File: config.mk
export PLATFORM = sky130hd
export DESIGN_NAME = sort_port_arbiter_flat
export DESIGN_NICKNAME = d
export VERILOG_FILES = /design/src/rtl/sort_port_arbiter_pkg.sv /design/src/rtl/sort_port_arbiter_if.sv /design/src/rtl/sort_port_arbiter_rr_picker.sv /design/src/rtl/sort_port_arbiter.sv /design/src/flat_wrapper.sv
export SDC_FILE = /design/constraint.sdc
export NUM_CORES = 1
export LEC_CHECK = 0
export CORE_MARGIN = 10
export CORE_UTILIZATION = 38
export CTS_BUF_LIST = sky130_fd_sc_hd__clkbuf_4
export CTS_CLUSTER_DIAMETER = 50
export DETAILED_ROUTE_END_ITERATION = 8
export PLACE_DENSITY = 0.77
export SKIP_LAST_GASP = 1
export SLEW_MARGIN = 20
export SYNTH_ARGS = -nofsm -noshare
export SYNTH_HDL_FRONTEND = slang
export SYNTH_SLANG_ARGS = --single-unit
File: constraint.sdc
create_clock -name clk -period 1.8 [get_ports clk]
set_input_delay 0.45 -clock clk [delete_from_list [all_inputs] [get_ports clk]]
set_output_delay 0.45 -clock clk [all_outputs]
set_load 0.05 [all_outputs]
File: src/rtl/sort_port_arbiter_pkg.sv
// Shared types for the sort-unit port arbiter: command/state encodings and
// default sorter bus widths.
package sort_arb_pkg;

  localparam int AW_DEF = 3;
  localparam int DW_DEF = 8;

  typedef enum logic [1:0] {
    CMD_READ  = 2'b00,
    CMD_WRITE = 2'b01,
    CMD_SORT  = 2'b10,
    CMD_RSVD  = 2'b11
  } cmd_t;

  typedef enum logic [2:0] {
    IDLE  = 3'd0,
    ISSUE = 3'd1,
    RWAIT = 3'd2,
    SWAIT = 3'd3,
    ACK   = 3'd4
  } state_t;

endpackage

File: src/rtl/sort_port_arbiter_if.sv
// Client-side and sorter-side bus of the sort port arbiter.
// Optional lock vector is present only when SORT_ARB_LOCK_EN is defined.
interface sort_port_arbiter_if #(
  parameter int N_REQ = 2,
  parameter int AW    = sort_arb_pkg::AW_DEF,
  parameter int DW    = sort_arb_pkg::DW_DEF
);
  import sort_arb_pkg::*;

  // Handshake: a client raises req[i] (level) with cmd/addr/wdata held stable;
  // req is only sampled while the arbiter is idle, gnt[i] marks the owner and
  // ack[i] pulses for one cycle on completion, with rdata valid in that cycle.
  // Lowering req in the cycle after ack ends the request; keeping it high
  // starts a new transaction.
  logic [N_REQ-1:0]         req;
  logic [N_REQ-1:0][1:0]    cmd;
  logic [N_REQ-1:0][AW-1:0] addr;
  logic [N_REQ-1:0][DW-1:0] wdata;
  logic [N_REQ-1:0]         gnt;
  logic [N_REQ-1:0]         ack;
  logic [DW-1:0]            rdata;
  logic                     busy;
  logic                     s_start;
  logic                     s_wr;
  logic [AW-1:0]            s_addr;
  logic [DW-1:0]            s_datain;
  logic [DW-1:0]            s_dataout;
  logic                     s_ready;
  state_t                   state;
`ifdef SORT_ARB_LOCK_EN
  logic [N_REQ-1:0]         lock;
`endif

  modport slave (
`ifdef SORT_ARB_LOCK_EN
    input  lock,
`endif
    input  req, cmd, addr, wdata, s_dataout, s_ready,
    output gnt, ack, rdata, busy, s_start, s_wr, s_addr, s_datain, state
  );

  modport master (
`ifdef SORT_ARB_LOCK_EN
    output lock,
`endif
    output req, cmd, addr, wdata, s_dataout, s_ready,
    input  gnt, ack, rdata, busy, s_start, s_wr, s_addr, s_datain, state
  );

endinterface

File: src/rtl/sort_port_arbiter_rr_picker.sv
// Combinational rotating-priority select: searches from ptr_i+1 upward,
// wrapping, so ptr_i itself has the lowest priority.
module rr_picker #(
  parameter int N_REQ = 2,
  parameter int IW    = (N_REQ > 1) ? $clog2(N_REQ) : 1
) (
  input  logic [N_REQ-1:0] req_i,
  input  logic [IW-1:0]    ptr_i,
  output logic [N_REQ-1:0] gnt_oh_o,
  output logic [IW-1:0]    idx_o,
  output logic             vld_o
);

  logic [IW-1:0] cand;

  always_comb begin
    gnt_oh_o = '0;
    idx_o    = '0;
    vld_o    = 1'b0;
    cand     = '0;
    for (int i = 1; i <= N_REQ; i++) begin
      cand = IW'((int'(ptr_i) + i) % N_REQ);
      if (!vld_o && req_i[cand]) begin
        vld_o    = 1'b1;
        idx_o    = cand;
        gnt_oh_o = N_REQ'(1) << cand;
      end
    end
  end

endmodule

File: src/rtl/sort_port_arbiter.sv
// Round-robin arbiter sharing the single sorter host port between N_REQ clients.
// Define SORT_ARB_LOCK_EN to add the per-client lock input for multi-op ownership.
module sort_port_arbiter
  import sort_arb_pkg::*;
#(
  parameter int N_REQ = 2,
  parameter int AW    = AW_DEF,
  parameter int DW    = DW_DEF
) (
  input logic               clk,
  input logic               nrst,
  sort_port_arbiter_if.slave bus
);

  localparam int IW = (N_REQ > 1) ? $clog2(N_REQ) : 1;

  state_t           state_q;
  cmd_t             cmd_q;
  logic [IW-1:0]    ptr_q;
  logic [IW-1:0]    win_q;
  logic [N_REQ-1:0] gnt_q;
  logic [N_REQ-1:0] ack_q;
  logic [DW-1:0]    rdata_q;
  logic             busy_q;
  logic             s_start_q;
  logic             s_wr_q;
  logic [AW-1:0]    s_addr_q;
  logic [DW-1:0]    s_datain_q;
  logic             seen_busy_q;

  logic [N_REQ-1:0] req_elig;
  logic [N_REQ-1:0] pick_oh;
  logic [IW-1:0]    pick_idx;
  logic             pick_vld;
  cmd_t             pick_cmd;
  logic             enter_ack;

`ifdef SORT_ARB_LOCK_EN
  logic             lock_vld_q;
  logic [IW-1:0]    lock_own_q;

  // While a client holds the lock, nobody else is even considered.
  always_comb begin
    req_elig = bus.req;
    if (lock_vld_q) req_elig = bus.req & (N_REQ'(1) << lock_own_q);
  end

  always_ff @(posedge clk or negedge nrst) begin
    if (!nrst) begin
      lock_vld_q <= 1'b0;
      lock_own_q <= '0;
    end else if (enter_ack) begin
      lock_vld_q <= bus.lock[win_q];
      lock_own_q <= win_q;
    end
  end
`else
  always_comb req_elig = bus.req;
`endif

  rr_picker #(.N_REQ(N_REQ), .IW(IW)) u_picker (
    .req_i   (req_elig),
    .ptr_i   (ptr_q),
    .gnt_oh_o(pick_oh),
    .idx_o   (pick_idx),
    .vld_o   (pick_vld)
  );

  assign pick_cmd = cmd_t'(bus.cmd[pick_idx]);

  always_comb begin
    enter_ack = 1'b0;
    case (state_q)
      ISSUE:   enter_ack = (cmd_q == CMD_WRITE) || (cmd_q == CMD_RSVD);
      RWAIT:   enter_ack = 1'b1;
      SWAIT:   enter_ack = seen_busy_q && bus.s_ready;
      default: enter_ack = 1'b0;
    endcase
  end

  // Sorter strobes are set on the edge entering ISSUE so they are registered
  // and high for exactly the ISSUE cycle.
  always_ff @(posedge clk or negedge nrst) begin
    if (!nrst) begin
      state_q     <= IDLE;
      cmd_q       <= CMD_READ;
      ptr_q       <= IW'(N_REQ - 1);
      win_q       <= '0;
      gnt_q       <= '0;
      ack_q       <= '0;
      rdata_q     <= '0;
      busy_q      <= 1'b0;
      s_start_q   <= 1'b0;
      s_wr_q      <= 1'b0;
      s_addr_q    <= '0;
      s_datain_q  <= '0;
      seen_busy_q <= 1'b0;
    end else begin
      ack_q     <= '0;
      s_start_q <= 1'b0;
      s_wr_q    <= 1'b0;
      case (state_q)
        IDLE: begin
          if (bus.s_ready && pick_vld) begin
            win_q   <= pick_idx;
            ptr_q   <= pick_idx;
            gnt_q   <= pick_oh;
            cmd_q   <= pick_cmd;
            busy_q  <= 1'b1;
            state_q <= ISSUE;
            case (pick_cmd)
              CMD_WRITE: begin
                s_wr_q     <= 1'b1;
                s_addr_q   <= bus.addr[pick_idx];
                s_datain_q <= bus.wdata[pick_idx];
              end
              CMD_READ: s_addr_q  <= bus.addr[pick_idx];
              CMD_SORT: s_start_q <= 1'b1;
              default:  ;
            endcase
          end
        end
        ISSUE: begin
          if (cmd_q == CMD_READ) begin
            state_q <= RWAIT;
          end else if (cmd_q == CMD_SORT) begin
            seen_busy_q <= 1'b0;
            state_q     <= SWAIT;
          end
        end
        RWAIT: rdata_q <= bus.s_dataout;
        SWAIT: begin
          // Completion only counts once the sorter has been seen busy.
          if (!bus.s_ready) seen_busy_q <= 1'b1;
        end
        ACK: begin
          gnt_q   <= '0;
          busy_q  <= 1'b0;
          state_q <= IDLE;
        end
        default: state_q <= IDLE;
      endcase
      if (enter_ack) begin
        ack_q   <= gnt_q;
        state_q <= ACK;
      end
    end
  end

  assign bus.gnt      = gnt_q;
  assign bus.ack      = ack_q;
  assign bus.rdata    = rdata_q;
  assign bus.busy     = busy_q;
  assign bus.s_start  = s_start_q;
  assign bus.s_wr     = s_wr_q;
  assign bus.s_addr   = s_addr_q;
  assign bus.s_datain = s_datain_q;
  assign bus.state    = state_q;

endmodule
File: src/flat_wrapper.sv
// flat-port wrapper written by rule: the top's interface ports become plain ports
module sort_port_arbiter_flat import sort_arb_pkg::*;
#(
  parameter int N_REQ = 2,
  parameter int AW    = AW_DEF,
  parameter int DW    = DW_DEF
)
  (clk, nrst, bus_req, bus_cmd, bus_addr, bus_wdata, bus_s_dataout, bus_s_ready, bus_gnt, bus_ack, bus_rdata, bus_busy, bus_s_start, bus_s_wr, bus_s_addr, bus_s_datain, bus_state);
  sort_port_arbiter_if #(.N_REQ(N_REQ), .AW(AW), .DW(DW)) bus_i ();
  input logic clk;
  input logic nrst;
  input wire logic [$bits(bus_i.req)-1:0] bus_req;
  input wire logic [$bits(bus_i.cmd)-1:0] bus_cmd;
  input wire logic [$bits(bus_i.addr)-1:0] bus_addr;
  input wire logic [$bits(bus_i.wdata)-1:0] bus_wdata;
  input wire logic [$bits(bus_i.s_dataout)-1:0] bus_s_dataout;
  input wire logic [$bits(bus_i.s_ready)-1:0] bus_s_ready;
  output wire logic [$bits(bus_i.gnt)-1:0] bus_gnt;
  output wire logic [$bits(bus_i.ack)-1:0] bus_ack;
  output wire logic [$bits(bus_i.rdata)-1:0] bus_rdata;
  output wire logic [$bits(bus_i.busy)-1:0] bus_busy;
  output wire logic [$bits(bus_i.s_start)-1:0] bus_s_start;
  output wire logic [$bits(bus_i.s_wr)-1:0] bus_s_wr;
  output wire logic [$bits(bus_i.s_addr)-1:0] bus_s_addr;
  output wire logic [$bits(bus_i.s_datain)-1:0] bus_s_datain;
  output wire logic [$bits(bus_i.state)-1:0] bus_state;
  assign bus_i.req = bus_req;
  assign bus_i.cmd = bus_cmd;
  assign bus_i.addr = bus_addr;
  assign bus_i.wdata = bus_wdata;
  assign bus_i.s_dataout = bus_s_dataout;
  assign bus_i.s_ready = bus_s_ready;
  assign bus_gnt = bus_i.gnt;
  assign bus_ack = bus_i.ack;
  assign bus_rdata = bus_i.rdata;
  assign bus_busy = bus_i.busy;
  assign bus_s_start = bus_i.s_start;
  assign bus_s_wr = bus_i.s_wr;
  assign bus_s_addr = bus_i.s_addr;
  assign bus_s_datain = bus_i.s_datain;
  assign bus_state = bus_i.state;
  sort_port_arbiter #(.N_REQ(N_REQ), .AW(AW), .DW(DW)) u_core (.clk(clk), .nrst(nrst), .bus(bus_i));
endmodule
==> flow_metrics.py, run 1 <==
metrics = {
    "outcome": {
        "status": "complete, but fails checks",
        "violations": "setup timing",
    },
    "final_layout": {
        "ff_latch_area_um2": 831,
        "drive_above_1_share_pct": 42.2,
        "utilization_pct": 63.0,
        "stdcell_area_um2": 2310,
        "multiInputGateArea_um2": 596,
        "final_net_count": 230,
        "area_delta_synth_final_pct": 59.8,
        "n_fill_cell": 290,
        "diodes": 0,
    },
    "synthesis": {
        "ys_seq_area_share_pct": 57.3,
        "synth_flop_cell": "dfrtp_1",
        "mappedNetlistNets": 147,
        "async_reset_ff_share_pct": 100,
        "avgSynthCellArea_um2": 13.4,
        "yosysWarnings": 0,
        "synth-seq-cells": 33,
        "synth_edf_count": 0,
        "ys_types": 26,
        "synth_area_um2": 1440,
        "postSynthCellCount": 108,
    },
    "detailed_routing": {
        "drt_wl_total_mm": 3.84,
        "first_pass_iters": 4,
        "via_count": 1185,
        "wl_per_cell_um": 16.0,
        "vias_per_cell": 4.94,
        "drt_iter0_markers": 40,
        "drc_errors": 0,
        "drtAntennaViolNets": 0,
    },
    "grt": {
        "grt-ovfl-total": 0,
        "track_usage_pct": 12.3,
        "grt_max_degree": 34,
        "grt_pass1_vias": 1311,
        "antenna_found_initial": 0,
        "grt_pass1_wl_mm": 6.24,
    },
    "sta": {
        "fin_skew_ns": 0.0105,
        "timing.final.hold_violations": 0,
        "grt_setup_unrepaired": "true",
        "drv_slew": 0,
        "worst_pin_slew_ns": 0.330,
        "setup_viol": 8,
        "max_freq_ghz": 0.545,
        "period_share_pct": 102,
        "setup_ws_ns": -0.0333,
        "relSlewSlack_pct": 78.0,
        "period_minus_slack_ns": 1.83,
    },
    "worst_hold_path": {
        "hold_class": "input pin to asynchronous set/reset pin",
    },
    "floorplan": {
        "core.rowCount": 22,
        "die_h_um": 81.6,
        "ios": 68,
        "start_util_pct": 39.4,
        "core_um2": 3660,
        "die_w_um": 81.6,
        "design.die.area_um2": 6660,
    },
    "placement": {
        "placed_cell_area_um2": 2210,
        "port_buffers": 67,
        "dpl.hpwl_mm": 3.11,
        "gp_congestion": 0.728,
    },
    "setup_path": {
        "worstSetupPathType": "input pin to flip-flop",
        "r2r_start": "u_core.ptr_q$_DFFE_PN1P_",
        "critPathLaunchType": "input pin",
        "rr_worst_depth": 5,
        "critPathMaxFanout": 9,
        "cp-end-kind": "flip-flop",
        "reg2reg_to": "u_core.bus.s_datain[2]$_DFFE_PN0P_",
        "cp.required_ns": 2.03,
        "reg2reg_slack_ns": 0.05,
        "arrival_ns": 2.06,
    },
    "clock_network": {
        "cts_inserted_buffers": 5,
        "clk_pin_slew_ns": 0.10,
        "h-tree-depth": 2,
        "clkLatencyLatePin_ns": 0.34,
        "cts_sinks": 33,
        "root_buffer": "clkbuf_4",
        "clock_tree.buffer_depth": 2,
        "cts_tree": "built",
    },
    "power_and_ir_drop": {
        "power_density_nw_per_um2": 1870,
        "ir_drop_mv": 1.13,
        "p_leak_uw": 0.00103,
    },
    "job": {
        "maxCapViolations": 0,
    },
}
[layer usage]
layer  wire, µm  track usage (%)  vias to the layer above
met5          0                0                        -
met4        117             7.31                        0
met1       1460             12.0                      556
met3        492             7.86                       10
li1           -                -                      558
met2       1770             19.4                       61
[stage by stage]
step	std cells	TNS, ns	hold WS, ns	setup WS [ns]	total power [µW]
3_3_place_gp	231	-4.85	0.463	-0.438	3740
6_report	240	-0.231	0.454	-0.0333	4300
2_1_floorplan	108	0	0.154	0.00891	2880
4_1_cts	240	-0.0240	0.443	-0.00635	4360
5_1_grt	240	-0.339	0.445	-0.0486	4550
3_5_place_dp	231	-5.61	0.471	-0.485	3790
[synth_stat cells, drive strengths merged (2+ instances only)]
cell    number  share of area, %
inv          3              0.78
nand2b       2              0.87
o21ai        5               1.7
a21o         2               1.0
dfrtp       32                56
mux2        25                20
nor3         2               1.0
a31oi        3               1.3
a21oi        6               2.1
nor2         6               1.6
a21boi       2               2.1
and2         2              0.87
mux2i        5               3.5
nand2        3              0.78
[cell usage in the layout, fill, tap and decap left out, types with 3 or more instances in the layout]
master and count:
a31oi_1 3, mux2i_1 5, a21oi_1 6, inv_1 3, nor2_1 6, dfrtp_2 3, clkdlybuf4s50_1 37, buf_12 4
buf_4 36, mux2_2 25, dfrtp_1 29, o21ai_0 4, clkbuf_4 6, nand2_1 3
[what timing repair did]
action                                  CTS  global route
pin swaps                                 1             0
endpoints found under the setup margin    8             8
gates resized for setup                   1             1
buffers inserted                          1             0
hold buffers                              0             0
[logic make-up after synthesis]
kind of cell           Yosys count  share of synthesized area (%)
flip-flops                      33                           57.3
multiplexers                    30                           23.0
AO/OA/AOI/OAI                   21                           10.1
AND/OR/NAND/NOR                 19                           8.24
buffers and inverters            5                           1.39
[sequential cells by signal (all words and copies together), names as in the netlist]
signal and flops:
u_core.bus.s_start 1, u_core.bus.s_addr 3, u_core.bus.s_wr 1, u_core.bus.rdata 8, u_core.ptr_q 1, u_core.bus.busy 1
u_core.bus.s_datain 8, u_core.bus.gnt 2, u_core.bus.ack 2, u_core.bus.state 3, u_core.seen_busy_q 1, u_core.cmd_q 2
[worst max-delay path by stage]
| stage | startpoint | endpoint | slack (ns) | cells after the start |
|---|---|---|---|---|
| 3_5_place_dp | bus_req[0] | u_core.bus.s_datain[3]$_DFFE_PN0P_ | -0.48 | 5 |
| 5_1_grt | bus_req[1] | u_core.bus.s_datain[7]$_DFFE_PN0P_ | -0.05 | 6 |
| 6_report | bus_req[1] | u_core.bus.s_datain[2]$_DFFE_PN0P_ | -0.03 | 6 |
| 3_3_place_gp | bus_req[0] | u_core.bus.s_datain[2]$_DFFE_PN0P_ | -0.44 | 5 |
| 4_1_cts | bus_req[1] | u_core.bus.s_datain[7]$_DFFE_PN0P_ | -0.006 | 6 |
| 2_1_floorplan | u_core.bus.state[0]$_DFFE_PN0P_ | u_core.bus.s_datain[0]$_DFFE_PN0P_ | 0.009 | 3 |
[worst max-delay path: stages]
cell             delay, ns
clkdlybuf4s50_1       0.41
a21boi_2              0.18
or3b_4                0.39
a21boi_4              0.16
buf_12                0.14
mux2_2                0.33
[area by class of cell]
type / instances / area share (%)
well taps: 48 / 2.60
repair buffers: 78 / 31.6
inverters: 3 / 0.488
clock inverters: 2 / 1.47
clock buffers: 6 / 1.95
multi-input cells: 70 / 25.8
flip-flops and latches: 33 / 36.0
[power breakdown]
group	internal (µW)	total [µW]	switching (µW)
registers	1080	1290	208
logic	928	2460	1530
clock network	304	552	248
Power figures use the tool's default switching activity.
==> run 2: changes to the inputs <==
CORE_MARGIN = not set   (was 10)
CORE_UTILIZATION = 45   (was 38)
DONT_BUFFER_PORTS = 1   (was not set)
PLACE_DENSITY = not set   (was 0.77)
==> run 2 against run 1 <==
The flow now finishes without violations. Final cell count down 30%. Global-route usage is 3.6 points higher. Via count fell by 24%. Combinational power decreased by 64%. Sequential power is 72% higher. Clock-buffer cell count did not move. Power fell by 15%. Routed wire length down 36%. Worst hold slack worse by 0.17 ns. Setup slack improved by 0.10 ns. Critical path type is now flip-flop to flip-flop.
==> flow_metrics.py, run 2 (synthesis results as in run 1) <==
metrics = {
    "outcome": {
        "status": "finished, final reports clean",
    },
    "power_and_ir_drop": {
        "ir_drop_mv": 1.05,
        "power_density_nw_per_um2": 2170,
        "p_leak_uw": 0.000725,
    },
    "setup_path": {
        "r2r_start": "u_core.ptr_q$_DFFE_PN1P_",
        "cp-end-kind": "flip-flop",
        "arrival_ns": 1.94,
        "rr_worst_depth": 5,
        "slowest_stage": "dfstp_2",
        "worst_path_largest_cell_delay_ns": 0.55,
        "cp_top_family": "flip-flops",
        "critPathLaunchType": "flip-flop",
        "worstSetupPathType": "flip-flop to flip-flop",
        "reg2reg_slack_ns": 0.07,
        "cp.required_ns": 2.01,
        "critPathMaxFanout": 9,
        "reg2reg_to": "u_core.bus.s_datain[2]$_DFFE_PN0P_",
        "worstPathBufferInverterCount": 1,
        "worstPathCellList": "a21boi_2 -> or3b_4 -> a21boi_4 -> buf_12 -> mux2_2",
    },
    "sta": {
        "grt_setup_unrepaired": "true",
        "max_freq_ghz": 0.578,
        "relSlewSlack_pct": 66.2,
        "setup_tns_ns": 0,
        "timing.final.hold_violations": 0,
        "fin_skew_ns": 0.00474,
        "setup_viol": 0,
        "period_minus_slack_ns": 1.73,
        "drv_slew": 0,
        "worst_pin_slew_ns": 0.508,
        "period_share_pct": 96.2,
    },
    "final_layout": {
        "drive_above_1_share_pct": 40.8,
        "multiInputGateArea_um2": 596,
        "n_fill_cell": 268,
        "area_delta_synth_final_pct": 16.6,
        "final_common_cell": "dfrtp_1",
        "stdcell_area_um2": 1680,
        "stdcell_count": 169,
        "final_net_count": 163,
        "diodes": 0,
        "ff_latch_area_um2": 831,
        "mostFrequentLayoutCells": "dfrtp_1, mux2_2, buf_4",
    },
    "worst_hold_path": {
        "hp-start": "bus_s_dataout[0]",
        "worst_hold_path.num_cells": 1,
        "hold_class": "input pin to flip-flop",
        "holdPathEnd": "u_core.bus.rdata[0]$_DFFE_PN0P_",
    },
    "clock_network": {
        "root_buffer": "clkbuf_4",
        "clock_tree.buffer_depth": 2,
        "cts-resized-gates": 0,
        "h-tree-depth": 2,
        "clkLatencyLatePin_ns": 0.32,
        "cts_sinks": 33,
        "cts_tree": "built",
        "clk_pin_slew_ns": 0.09,
        "cts_inserted_buffers": 5,
    },
    "grt": {
        "track_usage_pct": 15.9,
        "grt_pass1_wl_mm": 3.95,
        "grt_max_degree": 34,
        "grt_pass1_vias": 875,
        "grt-ovfl-total": 0,
        "antenna_found_initial": 0,
    },
    "floorplan": {
        "start_util_pct": 47.3,
        "die_h_um": 58.6,
        "ios": 68,
        "core.rowCount": 20,
        "core_um2": 3050,
        "design.die.area_um2": 3440,
        "die_w_um": 58.6,
    },
    "detailed_routing": {
        "via_count": 906,
        "drt_wl_total_mm": 2.46,
        "drtAntennaViolNets": 0,
        "first_pass_iters": 3,
        "wl_per_cell_um": 14.5,
        "drc_errors": 0,
        "vias_per_cell": 5.36,
        "drt_iter0_markers": 17,
    },
    "placement": {
        "port_buffers": 0,
        "placed_cell_area_um2": 1550,
        "dpl.hpwl_mm": 1.82,
        "dp.cells": 158,
        "gp_congestion": 0.721,
    },
    "job": {
        "maxCapViolations": 0,
    },
}
## run 2: changes by cell type in the layout (fill, tap and decap cells not counted), sizes merged
| cell | delta |
|---|---|
| buf | -30 |
| dlygate4sd2 | -1 |
| dlygate4sd3 | +1 |
| clkdlybuf4s50 | -37 |
## run 2: layout make-up
class	count	share of cell area, %
sequential	33	49.4
inverter	3	0.670
multi-input combinational	70	35.4
clock inverter	2	2.01
clock buffer	6	2.68
timing repair buffer	11	6.55
tap	44	3.27
## run 2: power breakdown
part           total [µW]  internal (µW)  switching, µW
Clock                 526            304            222
Sequential           2220           1070           1150
Combinational         897            447            450
## run 2: per-stage QoR
stage	worst slack (ns)	hold WS, ns	power, µW	utilization, %
4_1_cts	0.0573	0.256	3680	55.1
5_1_grt	-0.000128	0.237	3860	55.1
6_report	0.0693	0.279	3640	55.1
3_3_place_gp	0.0140	0.155	3090	50.9
3_5_place_dp	-0.0318	0.155	3120	50.9
2_1_floorplan	0.00891	0.154	2880	-
## run 2: how the worst max path moves through the flow
| stage | from | endpoint | slack [ns] | cells after the start |
|---|---|---|---|---|
| after global routing | u_core.ptr_q$_DFFE_PN1P_ | u_core.bus.s_datain[3]$_DFFE_PN0P_ | -0.0001 | 5 |
| after CTS | u_core.ptr_q$_DFFE_PN1P_ | u_core.bus.s_datain[2]$_DFFE_PN0P_ | 0.06 | 5 |
| after detailed placement | bus_req[1] | u_core.bus.s_datain[2]$_DFFE_PN0P_ | -0.03 | 5 |
| final | u_core.ptr_q$_DFFE_PN1P_ | u_core.bus.s_datain[2]$_DFFE_PN0P_ | 0.07 | 5 |
| after global placement | bus_req[1] | u_core.bus.s_datain[6]$_DFFE_PN0P_ | 0.01 | 4 |
| after floorplan | u_core.bus.state[0]$_DFFE_PN0P_ | u_core.bus.s_datain[0]$_DFFE_PN0P_ | 0.009 | 3 |
## run 2: layer usage
metal	GRT usage, %	part of all wire [%]	vias to the layer above
li1	-	-	424
met1	17.8	41	430
met2	24.8	47	48
met3	9.45	11	4
met4	6.12	1.2	0
met5	0	0	-
## run 2: timing repair
action,CTS,global route
hold buffers,2,0
hold endpoints to repair,33,0
endpoints found under the setup margin,8,1
setup buffers,1,0
pin swaps,1,0
